$ cat config.mk
export PLATFORM = sky130hd
export DESIGN_NAME = wb_stage
export DESIGN_NICKNAME = d
export VERILOG_FILES = /design/src/rtl/wb_stage.sv
export SDC_FILE = /design/constraint.sdc
export NUM_CORES = 1
export LEC_CHECK = 0
export ABC_CLOCK_PERIOD_IN_PS = 4700
export CAP_MARGIN = 20
export CORE_MARGIN = 1
export CORE_UTILIZATION = 38
export DETAILED_ROUTE_END_ITERATION = 7
export GPL_ROUTABILITY_DRIVEN = 0
export HOLD_SLACK_MARGIN = 0.15
export PLACE_DENSITY = 0.71
export REMOVE_ABC_BUFFERS = 1
export SETUP_SLACK_MARGIN = 0.1
export SKIP_CTS_REPAIR_TIMING = 1
export SLEW_MARGIN = 20
export SYNTH_ARGS = -nofsm -noshare
export SYNTH_HDL_FRONTEND = slang
export SYNTH_SLANG_ARGS = --single-unit
$ cat constraint.sdc
create_clock -name clk -period 4.7 [get_ports clk]
set_clock_uncertainty 0.05 [all_clocks]
set_input_delay 0.94 -clock clk [delete_from_list [all_inputs] [get_ports clk]]
set_output_delay 0.94 -clock clk [all_outputs]
set_load 0.1 [all_outputs]
$ cat src/rtl/wb_stage.sv
// Writeback stage: owns the MEM/WB register, waits on variable-latency load
// returns, extracts and extends load lanes, and aborts loads that never return.
//
// state    | meaning
// ---------+--------------------------------------------------------------
// IDLE     | accepting instructions; ALU results written the next cycle
// WAIT_MEM | load captured, waiting for mem_rvalid or the timeout count
module wb_stage #(
    parameter int TIMEOUT = 255,
    parameter int TO_W    = 8
) (
    input  logic        clk,
    input  logic        reset,
    input  logic        in_valid,
    output logic        in_ready,
    input  logic        in_regwrite,
    input  logic [4:0]  in_rd,
    input  logic [31:0] in_alu_result,
    input  logic        in_is_load,
    input  logic [1:0]  in_load_size,
    input  logic        in_load_unsigned,
    input  logic [1:0]  in_addr_lo,
    input  logic        mem_rvalid,
    input  logic [31:0] mem_rdata,
    output logic        regwrite,
    output logic [4:0]  wb_reg,
    output logic [31:0] wb_data,
    output logic        busy,
    output logic        load_timeout
);

    typedef enum logic {IDLE, WAIT_MEM} state_t;

    state_t          state, state_next;
    logic [TO_W-1:0] cnt, cnt_next;

    logic            cap_regwrite;
    logic [4:0]      cap_rd;
    logic [1:0]      cap_size;
    logic            cap_unsigned;
    logic [1:0]      cap_addr_lo;

    logic            accept;
    logic            capture;
    logic            wr_en;
    logic [4:0]      wr_rd;
    logic [31:0]     wr_data;
    logic            to_en;

    logic [7:0]      lane_b;
    logic [15:0]     lane_h;
    logic [31:0]     load_val;

    assign in_ready = (state == IDLE);
    assign accept   = in_valid && in_ready;

    always_comb begin
        lane_b   = 8'h00;
        lane_h   = 16'h0000;
        load_val = mem_rdata;
        case (cap_addr_lo)
            2'd0:    lane_b = mem_rdata[7:0];
            2'd1:    lane_b = mem_rdata[15:8];
            2'd2:    lane_b = mem_rdata[23:16];
            default: lane_b = mem_rdata[31:24];
        endcase
        lane_h = cap_addr_lo[1] ? mem_rdata[31:16] : mem_rdata[15:0];
        case (cap_size)
            2'b00:   load_val = {{24{~cap_unsigned & lane_b[7]}}, lane_b};
            2'b01:   load_val = {{16{~cap_unsigned & lane_h[15]}}, lane_h};
            default: load_val = mem_rdata;
        endcase
    end

    always_comb begin
        state_next = state;
        cnt_next   = cnt;
        capture    = 1'b0;
        wr_en      = 1'b0;
        wr_rd      = in_rd;
        wr_data    = in_alu_result;
        to_en      = 1'b0;
        case (state)
            IDLE: begin
                if (accept) begin
                    if (in_is_load) begin
                        capture    = 1'b1;
                        cnt_next   = '0;
                        state_next = WAIT_MEM;
                    end else begin
                        wr_en   = in_regwrite && (in_rd != 5'd0);
                        wr_rd   = in_rd;
                        wr_data = in_alu_result;
                    end
                end
            end
            WAIT_MEM: begin
                // Data arriving on the terminal-count cycle still completes the load.
                if (mem_rvalid) begin
                    wr_en      = cap_regwrite && (cap_rd != 5'd0);
                    wr_rd      = cap_rd;
                    wr_data    = load_val;
                    state_next = IDLE;
                end else if (cnt == TO_W'(TIMEOUT)) begin
                    to_en      = 1'b1;
                    state_next = IDLE;
                end else begin
                    cnt_next = cnt + TO_W'(1);
                end
            end
            default: state_next = IDLE;
        endcase
    end

    always_ff @(posedge clk or posedge reset) begin
        if (reset) begin
            state        <= IDLE;
            cnt          <= '0;
            cap_regwrite <= 1'b0;
            cap_rd       <= 5'd0;
            cap_size     <= 2'b00;
            cap_unsigned <= 1'b0;
            cap_addr_lo  <= 2'b00;
            regwrite     <= 1'b0;
            wb_reg       <= 5'd0;
            wb_data      <= 32'd0;
            busy         <= 1'b0;
            load_timeout <= 1'b0;
        end else begin
            state        <= state_next;
            cnt          <= cnt_next;
            regwrite     <= wr_en;
            load_timeout <= to_en;
            busy         <= (state_next == WAIT_MEM);
            if (capture) begin
                cap_regwrite <= in_regwrite;
                cap_rd       <= in_rd;
                cap_size     <= in_load_size;
                cap_unsigned <= in_load_unsigned;
                cap_addr_lo  <= in_addr_lo;
            end
            // Write address/data only move on a real write so the forwarding
            // unit sees stable values otherwise.
            if (wr_en) begin
                wb_reg  <= wr_rd;
                wb_data <= wr_data;
            end
        end
    end

endmodule

[Word-level counts from Yosys, hierarchy flattened]
Cells that the tools add are included.
Storage, ports and cells
  flip-flop bits (word level): 59
  bits of input ports: 80
  output and inout bits: 41
  logic and storage cells: 57
Operators by class
  $add $sub $neg: 1
  equal/unequal tests: 8
  mux-type cells: 25
  bitwise gates (word level): 4
  reduce and logical (&&, ||, !) cells: 8
Operators by type and width (count)
  32-bit one-hot mux with 2 select lines: 2
  32-bit 2-to-1 mux: 1
  8-bit 2-to-1 mux: 4
  8-bit one-hot mux with 3 select lines: 1
  16-bit 2-to-1 mux: 1
  8-bit one-hot mux with 2 select lines: 1
  1-bit 2-to-1 mux: 11
  5-bit one-hot mux with 2 select lines: 1
  5-bit nonzero test: 2
  8-bit by 1-bit adder with 8-bit output, second input constant: 1
  8-bit equality test, second input constant: 1
  5-bit 2-to-1 mux: 1
  2-bit by 1-bit equality test with 1-bit output, second input constant: 2
  2-bit zero test: 2
  2-bit by 1-bit inequality test with 1-bit output, second input constant: 2
  2-bit inequality test, second input constant: 2
  1-bit one-hot mux with 2 select lines: 2
  4-bit AND reduction: 1
  1-bit logical AND: 3
  1-bit AND: 2
  2-bit equality test, second input constant: 1
  1-bit inverter: 2

[Depth between registers and ports, before layout]
  depth after elaboration: 6
  mapped depth: 8
  mapped depth without buffers: 6

[Least setup slack after synthesis]
No wires, ideal clock.
  path type: register to output
  start point: register state
  end point: output in_ready
  data arrival time: 1.670 ns
  data required time: 3.710 ns
  path slack: 2.040 ns
  cell stages (with the launch flop): 2
  path buffers: 0
  cells stage by stage: dfrtp_1 -> inv_1
On the way
  word-level cells in the longest chain between the ends: 1
RTL lines
  start: declaration: RTL line 34  | state_t state, state_next;
  start signal: assignment: RTL line 130  | state <= state_next;
  1-bit inverter
  end: declaration: RTL line 15  | output logic in_ready,
Every way passes these cells.

[Final worst setup path]
  start point: input mem_rvalid
  end point: register wb_data[31]
On the way
  word-level cells in the longest chain between the ends: 2
  elaborated cells on any way between the ends: 4
  those cells by class: mux: 4
RTL lines
  start: declaration: RTL line 23  | input logic mem_rvalid,
  32-bit 2-to-1 mux or 1-bit 2-to-1 mux (tied branches): RTL line 99  | if (mem_rvalid) begin
  32-bit one-hot mux with 2 select lines or 1-bit one-hot mux with 2 select lines (tied branches): RTL line 83  | case (state)
  end signal: assignment: RTL line 146  | wb_data <= wr_data;
  end: declaration: RTL line 27  | output logic [31:0] wb_data,
Parallel ways exist; a longest one is shown, timed or not.
A chain may end at the register's enable or synchronous reset.

==> metrics <==
antenna cell count 0; Final setup violation count 0; Async SR Flop Fraction 1.000; Avg Synthesized Cell Area 8.712 um2; area grow syn2layout 45.27%; drt drc 0; clk slew on worst S/H paths around 0.06 ns; sequential fraction of the synthesis area 0.4787; synth warn 0; CP Launch Type primary input; clock network power share 0.153; Die Span Y a little over 90 um; initial antenna violation count 0; WL/cell 16.51 um; I/O Buffers 120; switching fraction of total power 0.5406; unrepaired setup endpoints after global routing false; placed inst area 0.004307 mm2; grt ovf 0; Main synth FF type dfrtp_1; Power Dens Cells 604.4 mW/mm2; CTS Buf Count 9; Total GRT Usage 0.2348; routed wire length between 9000 and 10,000 um; status complete, no violations; first-pass GRT wire length between 15,000 and 20,000 um; vias per inst 5.467; CTS sink count 59; total internal power ~1200 uW; Synth cell types 44; Initial DRC Count about 220; Seq cells post-synth 59; chip width 92.09 um; critical path class primary input to flip-flop; combinational power share 0.561; Regs by FF count wb_data (32), cnt (8); MaxCap Viol Count 0; crit-path cells clkdlybuf4s50_1, and2_1, nand3_1, a21oi_1, o21ai_1; H-tree Lvls 3; Post-synth EDFFs 0; HPWL after DPL 6760 um; relative slew slack 0.3232; total number of vias 3,127; drt pass-1 iters 5; Detail Route Antenna Nets 0; Root Driver clkbuf_8; required time of the worst setup path 4.87 ns; max-slew violations 0; Fin. Hold Viols 0; share of layout cells above drive strength 1 0.05532; CTS max path bufs 2; post-route setup TNS 0 ns; Sw Pwr between 1000 and 1500 uW; CTS tree done; total power draw between 2000 and 3000 uW; Clk Latency, worst-skew pair around 0.34 ns; fmax around 330 MHz; pin count of the biggest net entering global routing 36; IR drop worst, VDD ~0.21 mV; Final Cell Area 0.004481 mm2; Final Cycle Share 0.6421; die area between 0.008 and 0.009 mm2; final net count approximately 550; arrival time at the worst endpoint roughly 3.2 ns; core area approximately 0.0078 mm2; fin crit period 3.018 ns; worst-margin pin slew just over 1 ns; Crit. End Element flip-flop; part of the power in registers 0.286; HP Class flip-flop to flip-flop; Post-Synthesis Cells about 350; Max FO, Critical Path 19; Leak 0.001916 uW; Most flops, register wb_data; Critical-path top delay cell nand3_1; vias in the first global route around 3,100; post-synth design cell area just over 0.003 mm2; r2r setup slk about 2.2 ns; num ports around 120; Core Rows 32; max reg flops 32; Finished Core Util 0.5739; initial core utilization 0.3950; slowest stage delay, CP approximately 0.7 ns
-- power groups by stage --
stage	Sequential [uW]	Combinational (uW)	Clock, uW
after CTS	774	1520	416
after global routing	794	1580	446
final	774	1520	414
after global placement	776	1510	0
after floorplan	1640	241	0
after detailed placement	783	1520	0
-- final timing paths --
check	from	end	cells after the start
max	mem_rvalid	wb_data[31]	5
max in group asynchronous	reset	cnt[0]	3
max reg2reg	cap_addr_lo[1]	wb_data[12]	5
min	wb_data[1]	wb_data[1]	1
min reg2reg	wb_data[1]	wb_data[1]	1
min in group asynchronous	reset	wb_data[15]	2
-- cell usage after synthesis (all sizes together), types with 6 or more instances --
library cell	instances	area share
a221oi	12	0.034
nand2	84	0.10
a21o	6	0.015
a221o	7	0.023
dfrtp	59	0.48
clkbuf	14	0.017
inv	14	0.018
nor2	18	0.027
buf	8	0.022
nand3	8	0.013
o21ai	53	0.086
a21oi	22	0.037
-- layout make-up --
type                            count  area (um2)
Clock buffer                       14       162.7
Inverter                           14       55.05
Tap cell                          102       127.6
Timing Repair Buffer              122        1216
Multi-Input combinational cell    259        1431
Sequential cell                    59        1478
Clock inverter                      2       10.01
Fill cell                         713        3327
-- critical path, delay by kind of cell --
family	cells	cell delay (ns)
compound gates	2	0.46
simple gates	2	1.28
buf+inv	1	0.49
-- metal layers --
metal  global-route usage  vias to the layer above  wire length [um]
met5                    0                        -                 0
met4              0.07813                        0               118
met3              0.04312                       14               778
met2               0.3719                      145              4395
met1               0.3233                     1503              4148
li1                     -                     1465                 -
-- layout by cell type, fill, tap and decap left out, drive strengths merged, types with 2 or more instances in the layout --
| cell | Yosys | final |
|---|---|---|
| a221oi | 12 | 12 |
| nand3 | 8 | 8 |
| dfrtp | 59 | 59 |
| mux2i | 2 | 2 |
| clkbuf | 14 | 14 |
| inv | 14 | 14 |
| a21o | 6 | 6 |
| clkdlybuf4s50 | 0 | 120 |
| a21boi | 2 | 2 |
| clkinv | 0 | 2 |
| a221o | 7 | 7 |
| nand2 | 84 | 84 |
| nand2b | 2 | 2 |
| a22oi | 2 | 2 |
| a31oi | 5 | 5 |
| nor2b | 2 | 2 |
| o21bai | 2 | 2 |
| nor3 | 4 | 4 |
| o21ai | 53 | 53 |
| and2 | 2 | 2 |
| mux2 | 3 | 3 |
| o22ai | 2 | 2 |
| a21oi | 22 | 22 |
| buf | 8 | 2 |
| a211oi | 3 | 3 |
| xnor2 | 5 | 5 |
| nor2 | 18 | 18 |
| o211ai | 2 | 2 |
-- per-stage QoR --
step                worst slack [ns]  instances  hold WS, ns
finish                         1.682        572       0.4338
global route                   1.481        572       0.4660
CTS                            1.682        572       0.4334
detailed placement             1.322        556       0.4218
global placement               1.445        556       0.4153
floorplan                      1.825        332       0.3946
-- cells by family (layout without fill, tap and decap cells) --
family	count (synthesis)	count (layout)	synth area share
xor+xnor	5	5	0.01420
flops	59	59	0.4787
buf+inv	36	152	0.05720
compound gates	123	123	0.2519
simple gates	125	125	0.1765
mux	5	5	0.01744
fa+ha+maj	1	1	0.004056
No activity file was read; power rests on OpenSTA's default activity.
